**config.mk**
```make
export PLATFORM = sky130hd
export DESIGN_NAME = spi_flash_seq
export DESIGN_NICKNAME = d
export VERILOG_FILES = /design/src/rtl/spi_flash_seq.sv
export SDC_FILE = /design/constraint.sdc
export NUM_CORES = 1
export LEC_CHECK = 0
export CAP_MARGIN = 5
export CELL_PAD_IN_SITES_DETAIL_PLACEMENT = 2
export CELL_PAD_IN_SITES_GLOBAL_PLACEMENT = 2
export CORE_UTILIZATION = 30
export DETAILED_ROUTE_END_ITERATION = 12
export GPL_TIMING_DRIVEN = 0
export PLACE_DENSITY_LB_ADDON = 0.1
export SETUP_SLACK_MARGIN = 0.3
export SYNTH_ARGS = -nofsm -noshare
export SYNTH_HDL_FRONTEND = slang
export SYNTH_SLANG_ARGS = --single-unit
```
**constraint.sdc**
```tcl
create_clock -name clk -period 4.5 [get_ports clk]
set_input_delay 0.45 -clock clk [delete_from_list [all_inputs] [get_ports clk]]
set_output_delay 0.45 -clock clk [all_outputs]
set_load 0.005 [all_outputs]
```
**src/rtl/spi_flash_seq.sv**
```systemverilog
// SPI flash command sequencer: turns CPU READ/WRITE/ERASE/READ_STATUS requests
// into SPI-master command frames, polling the status register after WRITE/ERASE.
module spi_flash_seq #(
  parameter int          ACK_TIMEOUT = 16,
  parameter logic [15:0] POLL_MAX    = 16'hFFFF
) (
  input  logic        clk,
  input  logic        rst,
  input  logic        req_valid,
  output logic        req_ready,
  input  logic [1:0]  req_op,
  input  logic [23:0] req_addr,
  input  logic [31:0] req_wdata,
  output logic        rsp_valid,
  output logic [31:0] rsp_rdata,
  output logic        rsp_err,
  output logic [7:0]  m_command,
  output logic [23:0] m_address,
  output logic [31:0] m_data_in,
  output logic [2:0]  m_commtype,
  output logic        m_validflag,
  input  logic        m_tready,
  input  logic [31:0] m_data_out,
  input  logic        m_validflag_out
);

  // Handshake: a request transfers on a clk edge where req_valid and req_ready
  // are both 1; rsp_valid is a single-cycle pulse and is never back-pressured.
  typedef enum logic [2:0] {
    IDLE, ISSUE, WAIT_ACK, WAIT_DONE, WAIT_DATA, RESP
  } state_t;

  localparam logic [1:0] OP_READ  = 2'b00;
  localparam logic [1:0] OP_WRITE = 2'b01;
  localparam logic [1:0] OP_RSTAT = 2'b11;

  localparam int              ACK_W    = (ACK_TIMEOUT > 1) ? $clog2(ACK_TIMEOUT) : 1;
  localparam logic [ACK_W-1:0] ACK_LAST = ACK_W'(ACK_TIMEOUT - 1);

  state_t            state, state_nxt;
  logic [1:0]        step, step_nxt;
  logic [ACK_W-1:0]  ack_cnt;
  logic [15:0]       poll_cnt;
  logic [15:0]       poll_cnt_inc;
  logic [1:0]        op_q;
  logic [23:0]       addr_q;
  logic [31:0]       wdata_q;
  logic [31:0]       data_q;
  logic              err_q;

  logic              accept, load_cmd, ack_clr, ack_inc, poll_inc, capture, err_set;
  logic [1:0]        sel_op;
  logic [23:0]       sel_addr;
  logic [31:0]       sel_wdata;
  logic [7:0]        cmd_nxt;
  logic [2:0]        ctype_nxt;
  logic [23:0]       addr_nxt;
  logic [31:0]       data_nxt;

  logic              single_step, is_last, is_poll, data_step;

  assign single_step  = (op_q == OP_READ) || (op_q == OP_RSTAT);
  assign is_last      = single_step || (step == 2'd2);
  assign is_poll      = !single_step && (step == 2'd2);
  assign data_step    = (m_commtype == 3'b001) || (m_commtype == 3'b010);
  assign poll_cnt_inc = poll_cnt + 16'd1;

  always_comb begin
    state_nxt = state;
    step_nxt  = step;
    accept    = 1'b0;
    load_cmd  = 1'b0;
    ack_clr   = 1'b0;
    ack_inc   = 1'b0;
    poll_inc  = 1'b0;
    capture   = 1'b0;
    err_set   = 1'b0;
    sel_op    = op_q;
    sel_addr  = addr_q;
    sel_wdata = wdata_q;
    case (state)
      IDLE: begin
        if (req_valid) begin
          accept    = 1'b1;
          load_cmd  = 1'b1;
          step_nxt  = 2'd0;
          sel_op    = req_op;
          sel_addr  = req_addr;
          sel_wdata = req_wdata;
          state_nxt = ISSUE;
        end
      end
      ISSUE: begin
        if (m_tready) begin
          ack_clr   = 1'b1;
          state_nxt = WAIT_ACK;
        end
      end
      WAIT_ACK: begin
        if (!m_tready) begin
          state_nxt = data_step ? WAIT_DATA : WAIT_DONE;
        end else if (ack_cnt == ACK_LAST) begin
          err_set   = 1'b1;
          state_nxt = RESP;
        end else begin
          ack_inc = 1'b1;
        end
      end
      WAIT_DONE: begin
        if (m_tready) begin
          if (is_last) begin
            state_nxt = RESP;
          end else begin
            step_nxt  = step + 2'd1;
            load_cmd  = 1'b1;
            state_nxt = ISSUE;
          end
        end
      end
      WAIT_DATA: begin
        if (m_validflag_out) begin
          capture = 1'b1;
          if (is_poll) begin
            poll_inc = 1'b1;
            // Flash still busy: re-issue the same poll unless the budget is spent.
            if (m_data_out[24]) begin
              if (poll_cnt_inc == POLL_MAX) begin
                err_set   = 1'b1;
                state_nxt = RESP;
              end else begin
                state_nxt = ISSUE;
              end
            end else begin
              state_nxt = RESP;
            end
          end else if (is_last) begin
            state_nxt = RESP;
          end else begin
            step_nxt  = step + 2'd1;
            load_cmd  = 1'b1;
            state_nxt = ISSUE;
          end
        end
      end
      RESP:    state_nxt = IDLE;
      default: state_nxt = IDLE;
    endcase
  end

  // Command table indexed by operation and the step about to be issued.
  always_comb begin
    cmd_nxt   = 8'h00;
    ctype_nxt = 3'b000;
    addr_nxt  = 24'h0;
    data_nxt  = 32'h0;
    case (sel_op)
      OP_READ: begin
        cmd_nxt   = 8'h03;
        ctype_nxt = 3'b010;
        addr_nxt  = sel_addr;
      end
      OP_RSTAT: begin
        cmd_nxt   = 8'h05;
        ctype_nxt = 3'b001;
      end
      default: begin
        case (step_nxt)
          2'd0: begin
            cmd_nxt   = 8'h06;
            ctype_nxt = 3'b000;
          end
          2'd1: begin
            addr_nxt = sel_addr;
            if (sel_op == OP_WRITE) begin
              cmd_nxt   = 8'h02;
              ctype_nxt = 3'b100;
              data_nxt  = sel_wdata;
            end else begin
              cmd_nxt   = 8'h20;
              ctype_nxt = 3'b101;
            end
          end
          default: begin
            cmd_nxt   = 8'h05;
            ctype_nxt = 3'b001;
          end
        endcase
      end
    endcase
  end

  always_ff @(posedge clk) begin
    if (!rst) begin
      state      <= IDLE;
      step       <= 2'd0;
      ack_cnt    <= '0;
      poll_cnt   <= 16'h0;
      op_q       <= 2'b00;
      addr_q     <= 24'h0;
      wdata_q    <= 32'h0;
      data_q     <= 32'h0;
      err_q      <= 1'b0;
      m_command  <= 8'h00;
      m_address  <= 24'h0;
      m_data_in  <= 32'h0;
      m_commtype <= 3'b000;
    end else begin
      state <= state_nxt;
      step  <= step_nxt;
      if (accept) begin
        op_q     <= req_op;
        addr_q   <= req_addr;
        wdata_q  <= req_wdata;
        poll_cnt <= 16'h0;
        data_q   <= 32'h0;
        err_q    <= 1'b0;
      end
      if (load_cmd) begin
        m_command  <= cmd_nxt;
        m_address  <= addr_nxt;
        m_data_in  <= data_nxt;
        m_commtype <= ctype_nxt;
      end
      if (ack_clr) begin
        ack_cnt <= '0;
      end else if (ack_inc) begin
        ack_cnt <= ack_cnt + 1'b1;
      end
      if (poll_inc) poll_cnt <= poll_cnt_inc;
      if (capture)  data_q   <= m_data_out;
      if (err_set)  err_q    <= 1'b1;
    end
  end

  // Strobes are gated by rst so an abort never leaks a pulse in the reset cycle.
  assign req_ready   = (state == IDLE);
  assign m_validflag = rst && (state == ISSUE) && m_tready;
  assign rsp_valid   = rst && (state == RESP);
  assign rsp_err     = rsp_valid && err_q;
  assign rsp_rdata   = (rsp_valid && single_step) ? data_q : 32'h0;

endmodule

```
==> results.tsv <==
stage	metric	value	unit
yosys	top_reg_cell synth	dfxtp_1	
timing	Clock Skews	0.0176	ns
clock_tree	Max Root-Sink Buffers	2	
yosys	post-synth top area cell	dfxtp_1	
yosys	post-synthesis cell type count	57	
floorplanning	core area	23400	sq um
clock_tree	# clock sinks	179	
timing	Fin Setup TNS	0	ns
timing	Final Max Slew Viols	0	
place	IO Port Bufs	193	
timing	RSZ-0062 raised after global routing	no	
setup_path	CP required	4.05	ns
drt	routed via count	6712	
yosys	cells after synthesis	789	
floorplanning	Boundary Pins	198	
setup_path	worst setup path category	in2out	
run	maxcap violations	0	
grt	total track usage	20.6	%
grt	largest net degree at the start of global routing	18	
drt	vias per inst	5.02	
grt	vias in the first global route	7149	
yosys	top cells by area, synth	dfxtp_1, nand2_1, a22o_1, a21oi_1, nor2_1	
timing	Peak Freq	258	MHz
clock_tree	Clock Root Buffer	clkbuf_16	
run_status	outcome	finished, final reports clean	
place	pre-CTS setup slack	0.159	ns
pwr	PwrDens	378	nW/um^2
layout	area grow syn2layout	40.7	%
setup_path	crit path max fanout	10	
drt	# DRC	0	
setup_path	ordered list of cells on the worst path	clkdlybuf4s50_1, inv_1, clkbuf_1, buf_1, clkbuf_1, nor2_1, clkdlybuf4s50_1	
yosys	most common cell in the netlist	dfxtp_1	
clock_tree	clk slew on worst S/H paths	0.07	ns
timing	Worst Tran Pin Value	0.774	ns
grt	antenna violations before repair	1	
setup_path	startpoint types	input port	
floorplanning	die height	156	um
yosys	register area share after synthesis	50.3	%
layout	final core utilization	42.8	%
clock_tree	TritonCTS Buffers	17	
drt	final WL	24.4	mm
setup_path	CP delay by family, top	buffers and inverters	
timing	final worst-path cycle share	86.0	%
floorplanning	Chip Width	156	um
drt	antenna viol nets, final	0	
drt	routed length per instance	18.3	um
yosys	Mean Syn Cell Area	9.02	sq um
place	HPWL after detailed placement	17.7	mm
setup_path	number of buffers and inverters on the critical path	6	
setup_path	data arrival time of the critical path	3.42	ns
setup_path	Worst path max stage delay	0.58	ns
timing	final hold violations	0	
floorplanning	Die Area	24400	sq um
clock_tree	Hold Buf Count CTS	0	
yosys	list of most frequent post-synthesis cells	dfxtp_1, nand2_1, a21oi_1	
place	gp weighted congestion	0.757	
timing	Slew Limit Headroom	48.0	%
timing	Setup Viol. Count Final	0	
timing	Final min period	3.87	ns
yosys	number of flops mapped to enable cells by yosys	0	
yosys	Ys Warns	0	
floorplanning	FP Rows	56	
layout	fill count	2632	
clock_tree	H-tree depth	4	
yosys	asr flop ratio synth	0	%
clock_tree	worst skew pair latency	0.44	ns
floorplanning	Starting Density	30.4	%
yosys	Synth Register Bits	179	
drt	drt pass-1 iters	4	
pwr	Max VDD drop	0.181	mV
setup_path	CP max stage cell	clkdlybuf4s50_1	
clock_tree	CTS tree	built	
layout	Final Net Count	1106	
grt	global-route wire length before repair	38.8	mm
clock_tree	postcts setup bufs	0	
drt	DRT iter0 DRCs	142	
yosys	share of the synthesized area in the top cell type	50.3	%
timing	Worst Slack Setup Final	0.629	ns
worst_hold_path	HP Class	reg2reg	
layout	share of post-route cells with drive strength above 1	6.10	%
yosys	mapped cell area	7120	sq um
grt	GRT overflow	0	
setup_path	Crit. End Element	output pin	
pwr	Lkg Pwr	0.00376	uW
## metal layers
| metal | up-vias | wire [um] | global-route usage [%] |
|---|---|---|---|
| met5 | - | 14 | 0 |
| met4 | 2 | 309 | 4.95 |
| met3 | 19 | 1440 | 5.97 |
| met2 | 167 | 11500 | 34.9 |
| met1 | 3291 | 11200 | 25.6 |
| li1 | 3233 | - | - |
## repair_timing
item	in CTS	in global routing
gates resized for setup	0	1
setup endpoints to repair	0	38
endpoints found under the hold margin	0	0
## registers in the layout (all words and copies together) (netlist names), 3 cells and up
signal	flops
ack_cnt	4
m_commtype	3
poll_cnt	16
wdata_q	32
m_address	24
m_data_in	32
m_command	4
data_q	32
addr_q	24
state	3
## tightest hold or removal path: cells and delay by family, from the launching register on
| family | cells | cell delay [ns] |
|---|---|---|
| and+or+nand+nor | 1 | 0.05 |
| AOI/OAI and AO/OA | 1 | 0.07 |
| DFF | 1 | 0.30 |
## cells by family (layout without fill, tap and decap cells)
| logic type | after synthesis | in the layout | synth area share, % |
|---|---|---|---|
| fa+ha+maj | 7 | 7 | 1.23 |
| mux | 16 | 16 | 2.28 |
| xor+xnor | 7 | 7 | 0.861 |
| compound gates | 217 | 217 | 21.1 |
| other cells | 1 | 5 | 0.0527 |
| buf+inv | 77 | 302 | 5.04 |
| simple gates | 285 | 285 | 19.1 |
| flops | 179 | 179 | 50.3 |
## power breakdown
part	internal, uW	switching, uW
registers	1670	38.6
clock network	727	697
logic	264	391
total	2660	1130
## metrics by stage
stage / instances / hold slack (ns) / power, uW / cell area [sq um]
6_report: 1337 / 0.466 / 3790 / 10000
5_1_grt: 1336 / 0.488 / 3970 / 10000
4_1_cts: 1336 / 0.469 / 3840 / 10000
3_5_place_dp: 1304 / 0.452 / 2410 / 9460
3_3_place_gp: 1304 / 0.444 / 2390 / 9460
2_1_floorplan: 792 / 0.440 / 2100 / 7130
## path summary, 6_finish.rpt
| kind | start | end | slack, ns | cells past startpoint |
|---|---|---|---|---|
| worst min-delay path | addr_q[10] | addr_q[10] | 0.47 | 2 |
| worst min register to register | addr_q[10] | addr_q[10] | 0.47 | 2 |
| worst max register to register | state[1] | m_data_in[2] | 0.79 | 12 |
| worst max-delay path | rst | m_validflag | 0.63 | 7 |
## cell usage in the layout (no fill, tap or decap), drive strengths merged, types with 5 or more instances in the layout
master	instances
clkdlybuf4s50	193
dfxtp	179
nand2	110
a21oi	75
nor2	72
clkbuf	60
a22o	47
and3	38
a22oi	33
buf	27
o21ai	17
inv	15
mux2i	14
and2	13
o2bb2ai	10
nand3	9
nand4	9
a31oi	7
ha	7
a211oi	7
clkinvlp	5
## layout make-up
| cell class | instances | area [sq um] | share of cell area, % |
|---|---|---|---|
| Inverter | 9 | 33.8 | 0.337 |
| Sequential cell | 179 | 3580 | 35.8 |
| Antenna cell | 1 | 2.50 | 0.0250 |
| Clock buffer | 19 | 433 | 4.32 |
| Tap cell | 319 | 399 | 3.98 |
| Timing Repair Buffer | 193 | 1930 | 19.3 |
| Multi-Input combinational cell | 536 | 3190 | 31.8 |
| Buffer | 68 | 327 | 3.26 |
| Clock inverter | 13 | 120 | 1.20 |
(Power assumes the default switching activity.)
